--- src/rtl/ddr_rx_fifo.sv ---
// Receive-byte FIFO between a DDR capture path and a register-file reader, tracking one transfer at a time.
// Latency: a pop request returns its byte one clock later; occupancy flags follow the registered count.
// Backpressure: none upstream; writes while full are dropped (sticky overflow), strobes during DRAIN are ignored.
module ddr_rx_fifo #(
    parameter int DEPTH        = 16,
    parameter int AFULL_THRESH = 12
) (
    input  logic                     i_sys_clk,
    input  logic                     i_sys_rst,
    input  logic                     i_rx_byte_valid,
    input  logic [7:0]               i_rx_byte,
    input  logic                     i_rx_last,
    input  logic                     i_flush,
    input  logic                     i_regf_rd_req,
    output logic [7:0]               o_regf_rd_data,
    output logic                     o_regf_rd_valid,
    output logic                     o_fifo_empty,
    output logic                     o_almost_full,
    output logic [$clog2(DEPTH):0]   o_fifo_count,
    output logic                     o_overflow,
    output logic                     o_xfer_done
);

    localparam int AW = $clog2(DEPTH);
    localparam logic [AW:0] FULL_CNT  = DEPTH[AW:0];
    localparam logic [AW:0] AFULL_CNT = AFULL_THRESH[AW:0];

    typedef enum logic [1:0] {IDLE, ACTIVE, DRAIN} state_t;

    state_t        state, state_nxt;
    logic [8:0]    mem [DEPTH];
    logic [AW-1:0] wr_ptr, rd_ptr;
    logic [AW:0]   count;
    logic          full, empty, pop_ok, wr_ok, wr_drop, head_last;

    assign empty     = (count == '0);
    assign full      = (count == FULL_CNT);
    assign head_last = mem[rd_ptr][8];
    assign pop_ok    = i_regf_rd_req && !empty;
    // A pop in the same cycle frees the slot, so a full FIFO still accepts the write.
    assign wr_ok     = i_rx_byte_valid && (state != DRAIN) && (!full || pop_ok);
    assign wr_drop   = i_rx_byte_valid && (state != DRAIN) && full && !pop_ok;

    assign o_fifo_empty  = empty;
    assign o_almost_full = (count >= AFULL_CNT);
    assign o_fifo_count  = count;

    always_comb begin
        state_nxt = state;
        case (state)
            IDLE:    if (wr_ok) state_nxt = i_rx_last ? DRAIN : ACTIVE;
            ACTIVE:  if (wr_ok && i_rx_last) state_nxt = DRAIN;
            DRAIN:   if (pop_ok && head_last) state_nxt = IDLE;
            default: state_nxt = IDLE;
        endcase
    end

    always_ff @(posedge i_sys_clk) begin
        if (wr_ok && !i_flush) begin
            mem[wr_ptr] <= {i_rx_last, i_rx_byte};
        end
    end

    always_ff @(posedge i_sys_clk or posedge i_sys_rst) begin
        if (i_sys_rst) begin
            state           <= IDLE;
            wr_ptr          <= '0;
            rd_ptr          <= '0;
            count           <= '0;
            o_regf_rd_data  <= 8'h00;
            o_regf_rd_valid <= 1'b0;
            o_overflow      <= 1'b0;
            o_xfer_done     <= 1'b0;
        end else if (i_flush) begin
            state           <= IDLE;
            wr_ptr          <= '0;
            rd_ptr          <= '0;
            count           <= '0;
            o_regf_rd_valid <= 1'b0;
            o_overflow      <= 1'b0;
            o_xfer_done     <= 1'b0;
        end else begin
            state           <= state_nxt;
            o_regf_rd_valid <= pop_ok;
            o_xfer_done     <= pop_ok && head_last;
            if (pop_ok) begin
                o_regf_rd_data <= mem[rd_ptr][7:0];
                rd_ptr         <= rd_ptr + 1'b1;
            end
            if (wr_ok) begin
                wr_ptr <= wr_ptr + 1'b1;
            end
            if (wr_drop) begin
                o_overflow <= 1'b1;
            end
            case ({wr_ok, pop_ok})
                2'b10:   count <= count + 1'b1;
                2'b01:   count <= count - 1'b1;
                default: count <= count;
            endcase
        end
    end

endmodule

--- config.mk ---
export PLATFORM = sky130hd
export DESIGN_NAME = ddr_rx_fifo
export DESIGN_NICKNAME = d
export VERILOG_FILES = /design/src/rtl/ddr_rx_fifo.sv
export SDC_FILE = /design/constraint.sdc
export NUM_CORES = 1
export LEC_CHECK = 0
export ABC_AREA = 1
export CAP_MARGIN = 10
export CORE_MARGIN = 4
export CORE_UTILIZATION = 46
export CTS_CLUSTER_DIAMETER = 100
export DETAILED_ROUTE_END_ITERATION = 10
export PLACE_DENSITY = 0.62
export SYNTH_ARGS = -nofsm -noshare
export SYNTH_HDL_FRONTEND = slang
export SYNTH_SLANG_ARGS = --single-unit
export TNS_END_PERCENT = 100
--- constraint.sdc ---
create_clock -name i_sys_clk -period 6.4 [get_ports i_sys_clk]
set_input_delay 1.28 -clock i_sys_clk [delete_from_list [all_inputs] [get_ports i_sys_clk]]
set_output_delay 1.28 -clock i_sys_clk [all_outputs]
set_load 0.03 [all_outputs]
Yosys cells after proc, flatten, opt, wreduce, memory -nomap -nowiden
Memory sizes are Yosys's and may differ from the RTL's.
Index checks and enable logic that the tools add are counted.
Word-level totals
  flip-flop bits (word level): 26
  memory bits (writable): 144
  bits of input ports: 14
  output and inout bits: 18
  word-level logic and storage cells: 63
  memories: 1
Memory list
  mem: words 16, width 9, rd ports 1, clocked after memory_dff 0, write ports 1, RTL line 31  | logic [8:0] mem [DEPTH];
Cells by class
  $add $sub $neg: 4
  magnitude comparators: 1
  equal/unequal tests: 9
  muxes and demuxes: 18
  bitwise logic cells: 1
  reduce and logical (&&, ||, !) cells: 21
Operator list (number)
  2-to-1 mux 4 bit: 4
  2-to-1 mux 2 bit: 5
  case mux 5 bit (2 select lines): 1
  != test 3 bit (second input constant): 3
  adder 4 x 1 -> 4 bit (second input constant): 2
  logical AND 1 bit: 8
  2-to-1 mux 1 bit: 6
  case mux 2 bit (3 select lines): 1
  nonzero test 2 bit: 3
  adder 5 x 1 -> 5 bit (second input constant): 1
  == test 5 bit (second input constant): 1
  >= comparator 5 x 4 -> 1 bit (second input constant): 1
  logical NOT 5 bit: 1
  2-to-1 mux 5 bit: 1
  subtractor 5 x 1 -> 5 bit (second input constant): 1
  == test 2 x 1 -> 1 bit (second input constant): 2
  == test 2 bit (second input constant): 2
  logical NOT 1 bit: 4
  AND reduction 3 bit: 1
  nonzero test 3 bit: 1
  logical NOT 2 bit: 1
  != test 2 bit (second input constant): 1
  AND reduction 2 bit: 1
  logical OR 1 bit: 1
  NOT 1 bit: 1

Depth between registers and ports, before layout
  depth in word-level cells: 9
  gate-level depth with buffers: 15
  mapped depth without buffers: 15

Worst setup path before layout
No wires, ideal clock.
  kind: input port to flip-flop
  start point: input i_rx_byte_valid
  end point: memory mem[13][0], enable pin
  library setup time: 387 ps
  arrival: 2529 ps
  required time: 6013 ps
  path slack: 3484 ps
  stages on the path: 6
  path buffers: 0
  cell sequence: nand2_1 inv_1 nand2_2 nor2_1 inv_2 nor3_1
Between the ends
  cells in the longest elaborated chain, start to end: 5
Ends and longest elaborated chain
  from (decl): RTL line 10  | input logic i_rx_byte_valid,
  logical AND 1 bit (2 in a row): RTL line 41  | assign wr_ok = i_rx_byte_valid && (state != DRAIN) && (!full || pop_ok);
  logical AND 1 bit: RTL line 59  | if (wr_ok && !i_flush) begin
  2-to-1 mux 1 bit: RTL line 59
  2-to-1 mux 1 bit (not written as such): RTL line 60  | mem[wr_ptr] <= {i_rx_last, i_rx_byte};
  to (decl): RTL line 31
No other way between the ends.

Worst setup path in the final report
  start point: input i_regf_rd_req
  end point: memory mem[14][3], enable pin
Between the ends
  cells in the longest elaborated chain, start to end: 6
Ends and longest elaborated chain
  from (decl): RTL line 14  | input logic i_regf_rd_req,
  logical AND 1 bit: RTL line 39  | assign pop_ok = i_regf_rd_req && !empty;
  logical OR 1 bit: RTL line 41
  logical AND 1 bit: RTL line 41
  logical AND 1 bit: RTL line 59
  2-to-1 mux 1 bit: RTL line 59
  2-to-1 mux 1 bit (not written as such): RTL line 60
No other way between the ends.

==> reports/results.ini <==
[synthesis]
synth-compound-area-share_pct = 10.5
syn_area_sq_um = 7190
ys_seq_area_share_pct = 69.1
syn_avg_cell_area_sq_um = 11.7
synth_cell_types = 31
synth_simple_gate_area_share_pct = 13.7
postSynthRegisterBits = 170
synth.area.mux_share_pct = 0
synth_top_family_by_area = simple AND/OR/NAND/NOR gates
yosys_warnings = 0
synthAdderAreaFrac_pct = 1.22
synth_xor_area_share_pct = 0.243
syn_nets = 636
synthCells = 615

[cts]
htree_levels = 4
cts.clk_slew.worst_paths_ns = 0.06
cts_buffer_depth = 2
post_cts_buffers = 0
cts_tree = done
root_buffer = clkbuf_16
cts_buffers = 17
cts_sinks = 170
postCtsHoldBufs = 0
cts-resized-gates = 0
clock_latency_ns = 0.43

[floorplanning]
core_area_sq_um = 15300
start_util_pct = 47.2
die_w_microns = 133
die_h_microns = 133
rows = 45
ios = 32
die_area_sq_um = 17700

[timing]
rsz0062_at_grt = no
clock-skew-final_ns = 0.00885
worst_slew_pin_slew_ns = 1.15
relSlewSlack_pct = 22.9
fin_crit_ns = 3.46
fin_setup_tns_ns = 0
timing.fmax_mhz = 289
period_share_pct = 54.0
finalWorstSetupSlack_ns = 2.94
hold_violations = 0
setup-violations-final = 0
maxSlewViolCount = 0

[global_routing]
antenna_found_initial = 0
grt_pass1_vias = 4521
grt_remaining_overflow = 0
grt_max_degree = 76
grt_pass1_wl_mm = 26.1
track_usage_pct = 19.5

[detailed_routing]
first_pass_iters = 5
drt-total-wl_mm = 16.6
avgRoutedWirePerCell_microns = 19.0
ant_nets = 0
vias = 4750
first_iter_violations = 420
drc = 0
viasPerCell = 5.45

[pwr]
power.density_nw_per_um2 = 399
irDropWorstVdd_uv = 194
leakage_nw = 3.01
fin_total_pwr_w = 0.00331

[final_layout]
fin_util_pct = 54.4
nNetsFinal = 669
area_growth_pct = 15.3
diodes = 0
drive_gt1_share_pct = 9.23
fin_cells = 872
fillers = 1264

[setup_path]
cp_data_arrival_time_ns = 3.50
crit_type = in2reg
required_ns = 6.44
cp_max_fo = 9
critPathCaptureType = flip-flop
cp-start-kind = input pin

[placement]
post-place-ws_ns = 2.42
dp_hpwl_mm = 10.5
placedCellCount = 838
io_buffers = 31
place_congestion = 0.836

[status]
status = finished clean

[job]
max_cap_violations = 0

[hold_path]
hp-class = reg2reg

## sequential cells by signal (all words and copies together), names as in the netlist
name             flops
o_regf_rd_data       8
o_fifo_count         5
o_regf_rd_valid      1
o_xfer_done          1
o_overflow           1
state                2
wr_ptr               4
rd_ptr               4
mem                144
## final cells by class
class,count,area (sq um),share of cell area (%)
Tap cell,211,264,3.18
Inverter,45,169,2.04
Clock buffer,17,425,5.13
Clock inverter,15,196,2.37
Sequential cell,170,4980,60.0
Multi-Input combinational cell,368,1840,22.2
Timing Repair Buffer,46,418,5.04
## per-layer routing
layer / routed length (microns) / part of all wire [%] / vias to the layer above / GRT usage, %
met3: 945 / 5.7 / 26 / 4.33
met1: 7290 / 44 / 2310 / 27.2
met2: 7970 / 48 / 166 / 30.6
met4: 347 / 2.1 / 0 / 6.41
li1: - / - / 2248 / -
met5: 0 / 0 / - / 0
## report_power, final
part           total (W)  internal (W)  switching [W]  leakage (nW)
clock network    0.00107      0.000652       0.000421         0.297
registers        0.00133       0.00128      0.0000516          1.63
logic           0.000904      0.000290       0.000614          1.08
total            0.00331       0.00222        0.00109          3.01
## worst max-delay path, cell delays in order
cell,delay [ns]
clkdlybuf4s50_1,0.61
nor2_1,0.08
nand3_1,0.13
nand2_2,0.10
nor2_1,0.24
inv_2,0.15
nor3_1,0.90
## worst paths after layout
check | startpoint | end | slack, ns | cells after the start
worst max register to register | rd_ptr[0] | state[0] | 3.61 | 12
min in group asynchronous | i_sys_rst | o_regf_rd_data[4] | 1.39 | 2
max in group asynchronous | i_sys_rst | rd_ptr[0] | 4.33 | 2
worst max-delay path | i_regf_rd_req | mem[14][3] | 2.94 | 7
worst min-delay path | o_regf_rd_data[6] | o_regf_rd_data[6] | 0.49 | 1
worst min register to register | o_regf_rd_data[6] | o_regf_rd_data[6] | 0.49 | 1
## metrics by stage
stage          area (sq um)  hold WS [ns]
2_1_floorplan          7190         0.540
3_3_place_gp           7660         0.475
3_5_place_dp           7660         0.472
4_1_cts                8280         0.493
5_1_grt                8290         0.510
6_report               8290         0.488
## cell usage after synthesis
master | number | area, sq um
a21oi_1 | 3 | 15.0
buf_2 | 11 | 55.1
buf_4 | 3 | 22.5
buf_6 | 8 | 90.1
clkbuf_1 | 9 | 33.8
clkbuf_2 | 1 | 5.00
dfrtp_1 | 26 | 651
edfxtp_1 | 144 | 4320
ha_1 | 7 | 87.6
inv_1 | 40 | 150
inv_2 | 5 | 18.8
nand2_1 | 73 | 274
nand2_2 | 3 | 18.8
nand2_4 | 1 | 11.3
nand3_1 | 30 | 150
nand3_2 | 2 | 20.0
nand3b_1 | 2 | 15.0
nand4_1 | 5 | 31.3
nor2_1 | 99 | 372
nor2_2 | 2 | 12.5
nor2_4 | 1 | 11.3
nor3_1 | 14 | 70.1
o2111ai_1 | 1 | 8.76
o211ai_1 | 22 | 165
o21a_1 | 5 | 37.5
o21ai_0 | 56 | 280
o21ai_1 | 23 | 115
o221ai_1 | 10 | 87.6
o22ai_1 | 7 | 43.8
xnor2_1 | 1 | 8.76
xor2_1 | 1 | 8.76
## cell usage in the layout (no fill, tap or decap), types with 2 or more instances in the layout
cell and n:
clkinv_2 3, nand2_1 73, buf_2 2, nand4_1 5
o21ai_1 23, a21oi_1 3, o21ai_0 56, clkbuf_16 17
clkdlybuf4s50_1 31, o221ai_1 10, dfrtp_1 25, inv_1 40
nand3_1 30, inv_6 2, clkinvlp_4 3, edfxtp_1 144
nor2_1 99, nor2_2 2, ha_1 7, o21a_1 5
o211ai_1 22, o22ai_1 7, nor3_1 14, buf_4 13
clkinv_4 2, nand3_2 2, nand3b_1 2, nand2_2 3
inv_2 5, bufinv_16 4
## logic make-up (layout without fill, tap and decap cells)
logic type                 after synthesis  count (layout)
and+or+nand+nor                        232             232
DFF                                    170             170
AOI/OAI and AO/OA                      127             127
buffers and inverters                   77             123
adders and majority gates                7               7
xor gates and xnor gates                 2               2
No activity file was read; power rests on OpenSTA's default activity.
